## src/rtl/rv4028_bus_target_if.sv

```systemverilog
// ----------------------------------------------------------------------------
// rv4028_bus_target_if
// Fabric-side request/response handshake of the RV4028 bus target.
//   req_valid / req_ready : request handshake (valid held until ready)
//   req_write, req_io     : request is a write / targets I/O space
//   req_addr, req_wdata   : latched core address and write data
//   req_be                : active-high byte enables ([0] = low byte)
//   resp_valid/resp_rdata : one-cycle read-data return
// Modports: master = bus target (issues requests), slave = fabric.
// ----------------------------------------------------------------------------
interface rv4028_bus_target_if;
  logic        req_valid;
  logic        req_ready;
  logic        req_write;
  logic        req_io;
  logic [31:0] req_addr;
  logic [15:0] req_wdata;
  logic [1:0]  req_be;
  logic        resp_valid;
  logic [15:0] resp_rdata;

  modport master (
    output req_valid, req_write, req_io, req_addr, req_wdata, req_be,
    input  req_ready, resp_valid, resp_rdata
  );

  modport slave (
    input  req_valid, req_write, req_io, req_addr, req_wdata, req_be,
    output req_ready, resp_valid, resp_rdata
  );
endinterface

```

## src/rtl/rv4028_bus_target.sv

```systemverilog
// ----------------------------------------------------------------------------
// rv4028_bus_target
// Converts each Z80-style memory or I/O cycle from the RV4028 core into one
// valid/ready request on the on-chip fabric, stretches the core cycle with
// wait_n until the fabric completes, and returns read data to the core.
// A timeout guarantees every bus cycle terminates.
//
// Parameters:
//   TIMEOUT  cycles allowed in REQ+RESP before forced completion (>= 2)
// Ports:
//   clk, rst          clock, synchronous active-high reset
//   addr, data_in     core address / write data
//   data_out, data_oe read data to the core and its tristate enable
//   rd_n, wr_n        active-low read / write strobes
//   wrm_n             active-low byte write mask ([0] = low byte)
//   mreq_n, iorq_n    active-low memory / I/O qualifiers
//   wait_n            registered active-low cycle stretch
//   err               one-cycle pulse on timeout or malformed cycle
//   fab               fabric request/response handshake (master side)
// ----------------------------------------------------------------------------
module rv4028_bus_target #(
  parameter int TIMEOUT = 64
) (
  input  logic        clk,
  input  logic        rst,
  input  logic [31:0] addr,
  input  logic [15:0] data_in,
  output logic [15:0] data_out,
  output logic        data_oe,
  input  logic        rd_n,
  input  logic        wr_n,
  input  logic [1:0]  wrm_n,
  input  logic        mreq_n,
  input  logic        iorq_n,
  output logic        wait_n,
  output logic        err,
  rv4028_bus_target_if.master fab
);

  localparam int CW = $clog2(TIMEOUT);

  typedef enum logic [2:0] {
    S_IDLE,
    S_REQ,
    S_RESP,
    S_DONE,
    S_DRAIN
  } state_t;

  state_t          state, state_d;
  logic [CW-1:0]   cnt;
  logic            start, released, malformed, tmo;
  logic            latch_req, err_d, data_oe_d;
  logic [15:0]     data_out_d;

  assign start     = (!mreq_n || !iorq_n) && (!rd_n || !wr_n);
  assign released  = rd_n && wr_n;
  assign malformed = (!rd_n && !wr_n) || (!mreq_n && !iorq_n);
  // Counter saturates at TIMEOUT-1, so this stays true until the FSM leaves.
  assign tmo       = (cnt == CW'(TIMEOUT - 1));

  // NOTE: sequential state uses non-blocking (<=) so every flop samples the
  // pre-edge values; blocking here would create order-dependent races.
  always_ff @(posedge clk) begin
    if (rst) state <= S_IDLE;
    else     state <= state_d;
  end

  // NOTE: every signal gets a default before the case so no path leaves one
  // unassigned, which would otherwise infer a latch.
  always_comb begin
    state_d    = state;
    latch_req  = 1'b0;
    err_d      = 1'b0;
    data_oe_d  = 1'b0;
    data_out_d = data_out;
    unique case (state)
      S_IDLE: begin
        if (start) begin
          latch_req = 1'b1;
          err_d     = malformed;
          state_d   = S_REQ;
        end
      end
      S_REQ: begin
        // A handshake that completes in the same cycle as a strobe release
        // still counts: the fabric has already taken the request.
        if (fab.req_ready) begin
          if (fab.req_write) state_d = S_DONE;
          else if (released) state_d = S_DRAIN;
          else               state_d = S_RESP;
        end else if (released) begin
          state_d = S_IDLE;
        end else if (tmo) begin
          state_d = S_DONE;
          err_d   = 1'b1;
          if (!fab.req_write) begin
            data_out_d = 16'hFFFF;
            data_oe_d  = 1'b1;
          end
        end
      end
      S_RESP: begin
        // Abort wins over a coincident response: the core is no longer
        // reading, so the data must not be driven onto the bus.
        if (released) begin
          state_d = fab.resp_valid ? S_IDLE : S_DRAIN;
        end else if (fab.resp_valid) begin
          state_d    = S_DONE;
          data_out_d = fab.resp_rdata;
          data_oe_d  = 1'b1;
        end else if (tmo) begin
          state_d    = S_DONE;
          err_d      = 1'b1;
          data_out_d = 16'hFFFF;
          data_oe_d  = 1'b1;
        end
      end
      S_DRAIN: begin
        // Swallow the outstanding response so it cannot leak into the next cycle.
        if (fab.resp_valid) begin
          state_d = S_IDLE;
        end else if (tmo) begin
          state_d = S_IDLE;
          err_d   = 1'b1;
        end
      end
      S_DONE: begin
        if (released) state_d = S_IDLE;
        else          data_oe_d = data_oe;
      end
      default: state_d = S_IDLE;
    endcase
  end

  // All core- and fabric-facing outputs are registered from the next state,
  // giving the one-cycle start-to-request latency.
  always_ff @(posedge clk) begin
    if (rst) begin
      wait_n        <= 1'b1;
      err           <= 1'b0;
      data_oe       <= 1'b0;
      data_out      <= '0;
      fab.req_valid <= 1'b0;
      fab.req_write <= 1'b0;
      fab.req_io    <= 1'b0;
      fab.req_addr  <= '0;
      fab.req_wdata <= '0;
      fab.req_be    <= '0;
      cnt           <= '0;
    end else begin
      wait_n        <= !(state_d == S_REQ || state_d == S_RESP || state_d == S_DRAIN);
      err           <= err_d;
      data_oe       <= data_oe_d;
      data_out      <= data_out_d;
      fab.req_valid <= (state_d == S_REQ);
      if (latch_req) begin
        fab.req_write <= !wr_n;
        fab.req_io    <= mreq_n;   // memory wins when both qualifiers are low
        fab.req_addr  <= addr;
        fab.req_wdata <= data_in;
        fab.req_be    <= ~wrm_n;
      end
      if (state == S_IDLE) cnt <= '0;
      else if ((state == S_REQ || state == S_RESP || state == S_DRAIN) && !tmo)
        cnt <= cnt + CW'(1);
    end
  end

endmodule

```

## src/flat_wrapper.sv

```systemverilog
// flat-port wrapper written by rule: the top's interface ports become plain ports
module rv4028_bus_target_flat 
#(
  parameter int TIMEOUT = 64
)
  (clk, rst, addr, data_in, data_out, data_oe, rd_n, wr_n, wrm_n, mreq_n, iorq_n, wait_n, err, fab_req_valid, fab_req_write, fab_req_io, fab_req_addr, fab_req_wdata, fab_req_be, fab_req_ready, fab_resp_valid, fab_resp_rdata);
  rv4028_bus_target_if fab_i ();
  input  logic clk;
  input  logic rst;
  input  logic [31:0] addr;
  input  logic [15:0] data_in;
  output logic [15:0] data_out;
  output logic data_oe;
  input  logic rd_n;
  input  logic wr_n;
  input  logic [1:0] wrm_n;
  input  logic mreq_n;
  input  logic iorq_n;
  output logic wait_n;
  output logic err;
  output wire logic [$bits(fab_i.req_valid)-1:0] fab_req_valid;
  output wire logic [$bits(fab_i.req_write)-1:0] fab_req_write;
  output wire logic [$bits(fab_i.req_io)-1:0] fab_req_io;
  output wire logic [$bits(fab_i.req_addr)-1:0] fab_req_addr;
  output wire logic [$bits(fab_i.req_wdata)-1:0] fab_req_wdata;
  output wire logic [$bits(fab_i.req_be)-1:0] fab_req_be;
  input wire logic [$bits(fab_i.req_ready)-1:0] fab_req_ready;
  input wire logic [$bits(fab_i.resp_valid)-1:0] fab_resp_valid;
  input wire logic [$bits(fab_i.resp_rdata)-1:0] fab_resp_rdata;
  assign fab_req_valid = fab_i.req_valid;
  assign fab_req_write = fab_i.req_write;
  assign fab_req_io = fab_i.req_io;
  assign fab_req_addr = fab_i.req_addr;
  assign fab_req_wdata = fab_i.req_wdata;
  assign fab_req_be = fab_i.req_be;
  assign fab_i.req_ready = fab_req_ready;
  assign fab_i.resp_valid = fab_resp_valid;
  assign fab_i.resp_rdata = fab_resp_rdata;
  rv4028_bus_target #(.TIMEOUT(TIMEOUT)) u_core (.clk(clk), .rst(rst), .addr(addr), .data_in(data_in), .data_out(data_out), .data_oe(data_oe), .rd_n(rd_n), .wr_n(wr_n), .wrm_n(wrm_n), .mreq_n(mreq_n), .iorq_n(iorq_n), .wait_n(wait_n), .err(err), .fab(fab_i));
endmodule
```

## config.mk

```make
export PLATFORM = sky130hd
export DESIGN_NAME = rv4028_bus_target_flat
export DESIGN_NICKNAME = d
export VERILOG_FILES = /design/src/rtl/rv4028_bus_target_if.sv /design/src/rtl/rv4028_bus_target.sv /design/src/flat_wrapper.sv
export SDC_FILE = /design/constraint.sdc
export NUM_CORES = 1
export LEC_CHECK = 0
export BUFFER_PORTS_ARGS = -buffer_cell sky130_fd_sc_hd__buf_2
export CAP_MARGIN = 40
export CORE_MARGIN = 3
export CORE_UTILIZATION = 43
export CTS_BUF_LIST = sky130_fd_sc_hd__clkbuf_8
export DETAILED_ROUTE_END_ITERATION = 16
export PLACE_DENSITY = 0.8
export SYNTH_ARGS = -nofsm -noshare
export SYNTH_HDL_FRONTEND = slang
export SYNTH_SLANG_ARGS = --single-unit
```

## constraint.sdc

```tcl
create_clock -name clk -period 1.9 [get_ports clk]
set_input_delay 0.57 -clock clk [delete_from_list [all_inputs] [get_ports clk]]
set_output_delay 0.57 -clock clk [all_outputs]
set_load 0.03 [all_outputs]
```

==> impl_metrics.yaml, run 1 <==
sta:
  rsz0062_at_grt: "true"
  max_slew_margin: 0.653
  post_route_clock_period_utilization: 0.958
  finClkSkew_ns: 0.00902
  maxSlewViolCount: 0
  timing.final.hold_violations: 0
  worst_slew_pin_slew_ns: 0.520
  timing.final.setup_violations: 0
  clock.fmax_mhz: 549
  finalWorstPathRequiredPeriod_ns: 1.82
global_route:
  antenna_found_initial: 0
  overflow: 0
  grtUsageTotal: 0.191
  first_global_vias: 2988
  grt_pass1_wl_mm: 13.1
  largest_net_degree_at_the_start_of_global_routing: 50
drt:
  wl_per_cell_um: 12.5
  vias: 3104
  route.detailed.drc: 0
  avgViaCountPerCell: 4.90
  dr.pass1.iters: 4
  drt.antenna.violating_nets: 0
  drtIter0Drc: 82
  routed_wl_mm: 7.91
floorplanning:
  die_h_um: 91.4
  floorplan.initialDensity: 0.451
  core_region_area_sq_mm: 0.00694
  dieArea_sq_mm: 0.00835
  rows: 30
  die_width_um: 91.4
  pin_count: 146
synthesis:
  synth_async_sr_flop_share: 0
  number_of_instances_in_the_synthesized_netlist: 385
  synthesis.area_sq_mm: 0.00313
  synth_top_family_by_area: "simple AND/OR/NAND/NOR gates"
  yosysSeqAreaShare: 0.517
  synth-compound-area-share: 0.152
  synth_fp_nets: 460
  number_of_synthesized_flops_with_an_enable_pin: 0
  yosys.area_share.simple: 0.273
  synthesis.yosys.warnings: 0
  post_synthesis_xor_xnor_area_fraction: 0.0140
  proportion_of_synthesized_area_in_mux_cells: 0.00319
  syn_area_per_cell_sq_um: 8.14
  synth_top_flop_cell: "sky130_fd_sc_hd__dfxtp_1"
  synthDistinctLibCells: 42
  ys_seq_elements: 81
  synth_fa_ha_area_frac: 0.00719
cells_and_area:
  layout.cells.most_common: "sky130_fd_sc_hd__buf_2"
  filler_cell_count: 631
  n_antenna_cell: 0
  finalNonFillerCells: 634
  layout.nets: 610
  multiInputGateArea_sq_mm: 0.00142
  most-common-layout-cells: "sky130_fd_sc_hd__buf_2 (145), sky130_fd_sc_hd__nand2_1 (107), sky130_fd_sc_hd__dfxtp_1 (78), sky130_fd_sc_hd__a21oi_1 (55), sky130_fd_sc_hd__nor2_1 (46)"
  postLayoutCellArea_sq_mm: 0.00425
  final-seq-area_sq_mm: 0.00163
  area_delta_synth_final_pct: 35.6
  layout-drive-gt1-share: 0.368
worst_setup_path:
  startpoint_type_of_the_worst_setup_path: "flip-flop"
  critPathRequiredTime_ns: 2.15
  crit_path_top_delay_cell: "sky130_fd_sc_hd__or4b_4"
  crit_fanout: 16
  setup.worst_path.end_class: "flip-flop"
  worstPathArrival_ns: 2.07
  worstPathCellList: "or4b_4 > a2111oi_4 > o21a_4 > nor2_1 > nor3_1"
  timing.critical_path.slowest_cell_delay_ns: 0.52
  setup.worst_path.class: "flip-flop to flip-flop"
  worst_reg_to_reg_cells: 5
clock_network:
  cts_tree: "done"
  cts_num_sinks: 81
  clock_tree.htree_level_count: 3
  clk_pin_slew_worst_paths_ns: 0.08
  cts.root.buffer_cell: "sky130_fd_sc_hd__clkbuf_8"
  tritoncts.num_buffers: 9
  hold_buffer_count_at_cts: 0
  clock_insertion_delay_worst_skew_ns: 0.33
  cts.path.max_buffers: 2
run:
  cap_viol_max_count: 0
power_and_ir_drop:
  power.static_leakage_nw: 1.97
  max-vdd-ir-drop_mv: 0.621
  power.density_mw_per_mm2: 929
placed_design:
  placedCellCount: 620
  port_buffers: 145
  gp_routability_congestion: 0.882
  dpl.hpwl_mm: 6.00
  place_area_sq_mm: 0.00406
hold_path:
  worstHoldPathCells: 2
  min_path_type: "input port to flip-flop"
run_status:
  outcome: "finished clean"
final timing paths:
kind / startpoint / to / slack [ns]
max: u_core.state[1] / u_core.data_out[1] / 0.08
min reg2reg: u_core.fab.req_addr[4] / u_core.fab.req_addr[4] / 0.45
min: wrm_n[0] / u_core.fab.req_be[0] / 0.42
max reg2reg: u_core.state[1] / u_core.data_out[1] / 0.08
power breakdown:
| group | total (mW) | internal [mW] | switching (mW) | leakage (nW) |
|---|---|---|---|---|
| clock | 1.17 | 0.593 | 0.573 | 0.0913 |
| sequential | 1.88 | 1.82 | 0.0570 | 0.664 |
| combinational | 0.902 | 0.316 | 0.586 | 1.21 |
sequential cells by signal, indices dropped and copies added (netlist names):
register	cells
u_core.fab.req_addr	32
u_core.data_out	16
u_core.fab.req_wdata	16
u_core.cnt	6
u_core.state	3
u_core.fab.req_be	2
u_core.data_oe	1
u_core.err	1
u_core.fab.req_io	1
u_core.fab.req_valid	1
u_core.fab.req_write	1
u_core.wait_n	1
metrics by stage:
stage	setup TNS, ns	total power, mW	hold WS [ns]	util	setup WS (ns)
finish	0	3.95	0.423	0.612	0.0796
global placement	-2.41	2.80	0.439	0.584	-0.190
CTS	0	4.00	0.406	0.610	0.0367
floorplan	-0.0727	2.49	0.471	-	-0.00741
detailed placement	-3.08	2.83	0.443	0.584	-0.250
global route	-0.0150	4.16	0.395	0.612	-0.0112
area by class of cell:
class                   count  share of cell area
multi-input cells         279               0.335
well taps                  96              0.0283
repair buffers            163               0.211
clock buffers               9              0.0292
clock inverters             5              0.0133
inverters                   1            0.000883
flip-flops and latches     81               0.383
synth_stat cells, types with 2 or more instances:
master	instances	area, sq um
sky130_fd_sc_hd__a211oi_1	4	30.0
sky130_fd_sc_hd__xnor2_1	4	35.0
sky130_fd_sc_hd__o21ai_0	5	25.0
sky130_fd_sc_hd__nand2_1	107	402
sky130_fd_sc_hd__nor2_1	47	176
sky130_fd_sc_hd__nand3_1	3	15.0
sky130_fd_sc_hd__buf_2	3	15.0
sky130_fd_sc_hd__nor4_1	2	12.5
sky130_fd_sc_hd__nor3_2	10	100
sky130_fd_sc_hd__a22oi_1	2	15.0
sky130_fd_sc_hd__a311oi_1	2	17.5
sky130_fd_sc_hd__clkbuf_1	15	56.3
sky130_fd_sc_hd__o21bai_1	2	15.0
sky130_fd_sc_hd__nor3_1	11	55.1
sky130_fd_sc_hd__buf_1	5	18.8
sky130_fd_sc_hd__and2_1	2	12.5
sky130_fd_sc_hd__dfxtp_1	81	1620
sky130_fd_sc_hd__a21oi_1	55	275
sky130_fd_sc_hd__and3_1	2	12.5
what timing repair did:
action                     CTS  global route
resized for setup            0             6
setup endpoints to repair    0            19
setup buffers                0             0
layer usage:
metal  up-vias  share of wire  track usage
met2        84           0.52        0.349
met4         0          0.025       0.0791
met5         -              0            0
li1       1581              -            -
met1      1422           0.41        0.207
met3        17          0.042       0.0481
kinds of logic after synthesis:
kind of cell	Yosys count
adder cells (fa/ha/maj)	2
buffers and inverters	25
multiplexers	1
AND/OR/NAND/NOR	192
AO/OA/AOI/OAI	79
XOR/XNOR	5
flip-flops	81
worst max-delay path, delay by kind of cell (launching register included):
| kind | cells | cell delay, ns |
|---|---|---|
| and+or+nand+nor | 3 | 0.76 |
| DFF | 1 | 0.34 |
| AOI/OAI and AO/OA | 2 | 0.64 |
No activity file was read; power rests on OpenSTA's default activity.
==> run 2: changes to the inputs <==
--- a/config.mk
+++ b/config.mk
@@ -8,10 +8,9 @@
 export BUFFER_PORTS_ARGS = -buffer_cell sky130_fd_sc_hd__buf_2
 export CAP_MARGIN = 40
 export CORE_MARGIN = 3
-export CORE_UTILIZATION = 43
-export CTS_BUF_LIST = sky130_fd_sc_hd__clkbuf_8
+export CORE_UTILIZATION = 46
 export DETAILED_ROUTE_END_ITERATION = 16
-export PLACE_DENSITY = 0.8
+export PLACE_DENSITY = 0.81
 export SYNTH_ARGS = -nofsm -noshare
 export SYNTH_HDL_FRONTEND = slang
 export SYNTH_SLANG_ARGS = --single-unit
==> constraint.sdc (replaced) <==
create_clock -name clk -period 1.8 [get_ports clk]
set_input_delay 0.54 -clock clk [delete_from_list [all_inputs] [get_ports clk]]
set_output_delay 0.54 -clock clk [all_outputs]
set_load 0.03 [all_outputs]
==> run 2 against run 1 <==
Effect of this change:
- the flow now finishes with violations (negative setup slack)
- worst setup slack worse by 0.14 ns
- largest cell class unchanged
- critical path depth is 1 higher
- largest power group unchanged
- sequential power is 6% higher
- register-to-register slack worse by 0.14 ns
- die area is 6.1% lower
==> impl_metrics.yaml, run 2 (same netlist as run 1, synthesis figures left out) <==
sta:
  finClkSkew_ns: 0.00942
  postLayoutSetupSlackWorst_ns: -0.0557
  finalHoldWorstSlack_ns: 0.370
  post_route_clock_period_utilization: 1.03
  worst_slew_pin_slew_ns: 0.487
  max_slew_margin: 0.675
  timing.final.setup_violations: 3
  clock.fmax_mhz: 539
  timing.final.hold_violations: 0
  maxSlewViolCount: 0
  rsz0062_at_grt: "true"
  finalWorstPathRequiredPeriod_ns: 1.86
floorplanning:
  rows: 29
  dieArea_sq_mm: 0.00784
  die_h_um: 88.5
  pin_count: 146
  core_region_area_sq_mm: 0.00646
  floorplan.initialDensity: 0.485
  die_width_um: 88.5
drt:
  routed_wl_mm: 8.43
  vias: 3127
  drt.antenna.violating_nets: 0
  avgViaCountPerCell: 4.99
  wl_per_cell_um: 13.4
  dr.pass1.iters: 4
  drtIter0Drc: 109
  route.detailed.drc: 0
run_status:
  failed_checks: "negative setup slack"
  outcome: "finished with violations"
placed_design:
  dpl.hpwl_mm: 5.99
  gp_routability_congestion: 0.881
  dp_worst_setup_slack_ns: -0.263
  port_buffers: 145
worst_setup_path:
  critPathRequiredTime_ns: 2.07
  crit_fanout: 8
  worstReg2RegStart: "u_core.state[1]"
  worstPathArrival_ns: 2.13
  setup.worst_path.end_class: "flip-flop"
  critical_path.startpoint: "u_core.state[1]"
  startpoint_type_of_the_worst_setup_path: "flip-flop"
  setup.worst_path.class: "flip-flop to flip-flop"
cells_and_area:
  reg_top3: "u_core.fab.req_addr (32), u_core.data_out (16), u_core.fab.req_wdata (16)"
  max_flop_register: "u_core.fab.req_addr"
  layout.nets: 620
  area_delta_synth_final_pct: 39.2
  layout.cells.most_common: "sky130_fd_sc_hd__buf_2"
  layout-drive-gt1-share: 0.398
  n_antenna_cell: 0
  most-common-layout-cells: "sky130_fd_sc_hd__buf_2 (145), sky130_fd_sc_hd__nand2_1 (106), sky130_fd_sc_hd__dfxtp_1 (77), sky130_fd_sc_hd__a21oi_1 (54), sky130_fd_sc_hd__nor2_1 (44)"
  max_ffs_per_register: 32
power_and_ir_drop:
  max-vdd-ir-drop_mv: 0.529
  tot_pwr_mw: 4.28
  power.density_mw_per_mm2: 980
  power.static_leakage_nw: 2.04
clock_network:
  cts.root.buffer_cell: "sky130_fd_sc_hd__clkbuf_8"
  tritoncts.num_buffers: 9
  cts_tree: "done"
  clock_insertion_delay_worst_skew_ns: 0.35
  cts_num_sinks: 81
  clock_tree.htree_level_count: 3
  cts.path.max_buffers: 2
  clk_pin_slew_worst_paths_ns: 0.08
hold_path:
  min_path_type: "input port to flip-flop"
  min_from: "wrm_n[0]"
global_route:
  antenna_found_initial: 0
  largest_net_degree_at_the_start_of_global_routing: 50
  first_global_vias: 2960
  overflow: 0
  grt_pass1_wl_mm: 13.0
  grtUsageTotal: 0.209
run:
  cap_viol_max_count: 0
[run 2: path summary, 6_finish.rpt]
path	depth (start not counted)	endpoint	slack (ns)
worst max-delay path	6	u_core.data_out[3]	-0.06
worst min-delay path	2	u_core.fab.req_be[0]	0.37
worst max register to register	6	u_core.data_out[3]	-0.06
worst min register to register	2	u_core.fab.req_wdata[6]	0.45
[run 2: through the flow]
stage	utilization	cells	cell area (sq um)	TNS [ns]
final	0.676	627	4360	-0.0842
after global routing	0.676	627	4360	-0.519
after CTS	0.664	624	4290	0
after detailed placement	0.633	608	4090	-7.55
after global placement	0.633	608	4090	-5.41
after floorplan	-	385	3130	-0.773
[run 2: layer usage]
metal | share of wire | track usage
met1 | 0.41 | 0.240
met2 | 0.51 | 0.379
met3 | 0.055 | 0.0382
met4 | 0.018 | 0.0920
met5 | 0 | 0
[run 2: report_power, final]
part | internal, mW | leakage [nW] | switching [mW] | total (mW)
Clock | 0.678 | 0.103 | 0.635 | 1.31
Combinational | 0.350 | 1.27 | 0.626 | 0.976
Sequential | 1.92 | 0.664 | 0.0665 | 1.99
[run 2: area by class of cell]
class                           count  area [sq um]
Clock buffer                       11           141
Fill cell                         554          2090
Sequential cell                    81          1630
Inverter                            1          3.75
Clock inverter                      5          53.8
Timing Repair Buffer              172           966
Multi-Input combinational cell    280          1480
Tap cell                           77          96.3
[run 2: what timing repair did]
item / CTS / global route
cloned: 0 / 1
setup buffers: 0 / 2
hold buffers: 0 / 0
pin swaps: 0 / 7
setup endpoints to repair: 2 / 64
gates resized for setup: 3 / 15
[run 2: critical path, stage by stage, from the launching register on]
cell and delay [ns]:
sky130_fd_sc_hd__dfxtp_2 0.34, sky130_fd_sc_hd__or4b_4 0.52, sky130_fd_sc_hd__a2111oi_4 0.36, sky130_fd_sc_hd__buf_4 0.19
sky130_fd_sc_hd__o21a_4 0.17, sky130_fd_sc_hd__nor2_2 0.04, sky130_fd_sc_hd__nor3_1 0.16
==> run 3: changes to the inputs <==
--- a/config.mk
+++ b/config.mk
@@ -10,7 +10,8 @@
 export CORE_MARGIN = 3
 export CORE_UTILIZATION = 46
 export DETAILED_ROUTE_END_ITERATION = 16
-export PLACE_DENSITY = 0.81
+export PLACE_DENSITY = 0.79
 export SYNTH_ARGS = -nofsm -noshare
 export SYNTH_HDL_FRONTEND = slang
 export SYNTH_SLANG_ARGS = --single-unit
+export TNS_END_PERCENT = 30
==> run 3 against run 2 <==
Effect of this change:
- the flow still finishes with violations (negative setup slack)
- final cell count down 0.32%
- worst hold slack better by 0.0019 ns
- highest routed layer unchanged
- sequential power about the same
- design area up 2.1%
- clock skew up 0.0037 ns
- critical endpoint is now u_core.data_out[7]
- non-clock buffer count down 1
- count of clock-buffer cells in the layout down 2
==> impl_metrics.yaml, run 3 (same netlist as run 1, synthesis figures left out) <==
drt:
  avgViaCountPerCell: 5.02
  drt.antenna.violating_nets: 0
  drtIter0Drc: 89
  routed_wl_mm: 8.41
  wl_per_cell_um: 13.5
  vias: 3140
  route.detailed.drc: 0
  dr.pass1.iters: 4
cells_and_area:
  layout.cells.most_common: "sky130_fd_sc_hd__buf_2"
  max_flop_register: "u_core.fab.req_addr"
  max_ffs_per_register: 32
  reg_top3: "u_core.fab.req_addr (32), u_core.data_out (16), u_core.fab.req_wdata (16)"
  postLayoutCellArea_sq_mm: 0.00446
  multiInputGateArea_sq_mm: 0.00148
  layout-drive-gt1-share: 0.401
  area_delta_synth_final_pct: 42.2
  final-seq-area_sq_mm: 0.00163
  layout.nets: 618
  most-common-layout-cells: "sky130_fd_sc_hd__buf_2 (145), sky130_fd_sc_hd__nand2_1 (107), sky130_fd_sc_hd__dfxtp_1 (77), sky130_fd_sc_hd__a21oi_1 (54), sky130_fd_sc_hd__nor2_1 (43)"
  n_antenna_cell: 0
  filler_cell_count: 543
global_route:
  first_global_vias: 2868
  largest_net_degree_at_the_start_of_global_routing: 50
  grt_pass1_wl_mm: 12.7
  grtUsageTotal: 0.204
  overflow: 0
  antenna_found_initial: 0
placed_design:
  place_area_sq_mm: 0.00410
  dpl.hpwl_mm: 6.04
  gp_routability_congestion: 0.809
  port_buffers: 145
floorplanning:
  die_h_um: 88.5
  pin_count: 146
  dieArea_sq_mm: 0.00784
  die_width_um: 88.5
  floorplan.initialDensity: 0.485
  core_region_area_sq_mm: 0.00646
  rows: 29
sta:
  rsz0062_at_grt: "true"
  finalWorstPathRequiredPeriod_ns: 1.84
  worst_slew_pin_slew_ns: 0.441
  clock.fmax_mhz: 545
  max_slew_margin: 0.705
  finClkSkew_ns: 0.0132
  post_route_clock_period_utilization: 1.02
  finalSetupTns_ns: -0.138
  maxSlewViolCount: 0
  finalHoldWorstSlack_ns: 0.372
  timing.final.hold_violations: 0
  postLayoutSetupSlackWorst_ns: -0.0354
  timing.final.setup_violations: 7
power_and_ir_drop:
  tot_pwr_mw: 4.57
  p_sw_frac: 0.298
  power.static_leakage_nw: 2.07
  combinationalPowerShare: 0.219
  max-vdd-ir-drop_mv: 0.617
  net-switching-power_mw: 1.36
  power.density_mw_per_mm2: 1030
  share_seq_of_total_power: 0.435
  p_clk_frac: 0.347
  power_internal_mw: 3.21
worst_setup_path:
  worstPathCellList: "or4b_4 > a2111oi_4 > o21a_4 > clkbuf_16 > nor2_1 > nor3_2"
  crit_path_top_delay_cell: "sky130_fd_sc_hd__or4b_4"
  crit_fanout: 8
  setup.worst_path.end_class: "flip-flop"
  startpoint_type_of_the_worst_setup_path: "flip-flop"
  worstPathArrival_ns: 2.11
  setup.worst_path.class: "flip-flop to flip-flop"
  timing.critical_path.slowest_cell_delay_ns: 0.52
  worst_reg_to_reg_cells: 6
  critPathRequiredTime_ns: 2.07
run_status:
  outcome: "finished with violations"
  failed_checks: "negative setup slack"
run:
  cap_viol_max_count: 0
clock_network:
  hold_buffer_count_at_cts: 0
  tritoncts.num_buffers: 9
  cts.path.max_buffers: 2
  clock_tree.htree_level_count: 3
  cts_tree: "done"
  clock_insertion_delay_worst_skew_ns: 0.35
  cts_num_sinks: 81
  cts.root.buffer_cell: "sky130_fd_sc_hd__clkbuf_8"
  clk_pin_slew_worst_paths_ns: 0.08
hold_path:
  worstHoldPathCells: 2
  min_path_type: "input port to flip-flop"
## run 3: stage by stage
stage	std cells	utilization	worst slack [ns]
after floorplan	385	-	-0.0774
after global placement	606	0.634	-0.255
after detailed placement	606	0.634	-0.294
after CTS	622	0.673	-0.0192
after global routing	625	0.690	-0.0810
final	625	0.690	-0.0354
## run 3: layout make-up
type                       count  area share
sequential                    81       0.365
multi-input combinational    279       0.331
timing repair buffer         171       0.227
clock buffer                   9      0.0278
clock inverter                 7      0.0261
tap                           77      0.0216
inverter                       1    0.000842
## run 3: timing repair
item | CTS | global route
pin swaps | 0 | 5
cloned | 0 | 1
hold endpoints to repair | 0 | 0
resized for setup | 2 | 17
endpoints found under the setup margin | 2 | 42
setup buffers | 0 | 2
## run 3: final timing paths
check | startpoint | end | slack, ns
worst min register to register | u_core.fab.req_addr[19] | u_core.fab.req_addr[19] | 0.45
worst max register to register | u_core.state[1] | u_core.data_out[7] | -0.04
worst max-delay path | u_core.state[1] | u_core.data_out[7] | -0.04
worst min-delay path | wrm_n[0] | u_core.fab.req_be[0] | 0.37
## run 3: metal layers
metal  track usage  wire length [um]  up-vias  part of all wire
li1              -                 -     1601                 -
met1         0.245              3520     1451              0.42
met2         0.362              4470       84              0.53
met3        0.0428               360        4             0.043
met4        0.0646                64        0            0.0076
met5             0                 0        -                 0
## run 3: power by group through the flow
stage	Sequential, mW	Combinational, mW	Clock [mW]
global placement	2.02	0.964	0
CTS	1.99	0.990	1.61
global route	2.00	1.08	1.69
detailed placement	2.03	0.985	0
finish	1.99	0.999	1.58
floorplan	2.27	0.354	0
## run 3: critical path: cells and delay by family, from the launching register on
family	cells	cell delay [ns]
compound gates	2	0.61
buf+inv	1	0.16
flops	1	0.35
simple gates	3	0.66
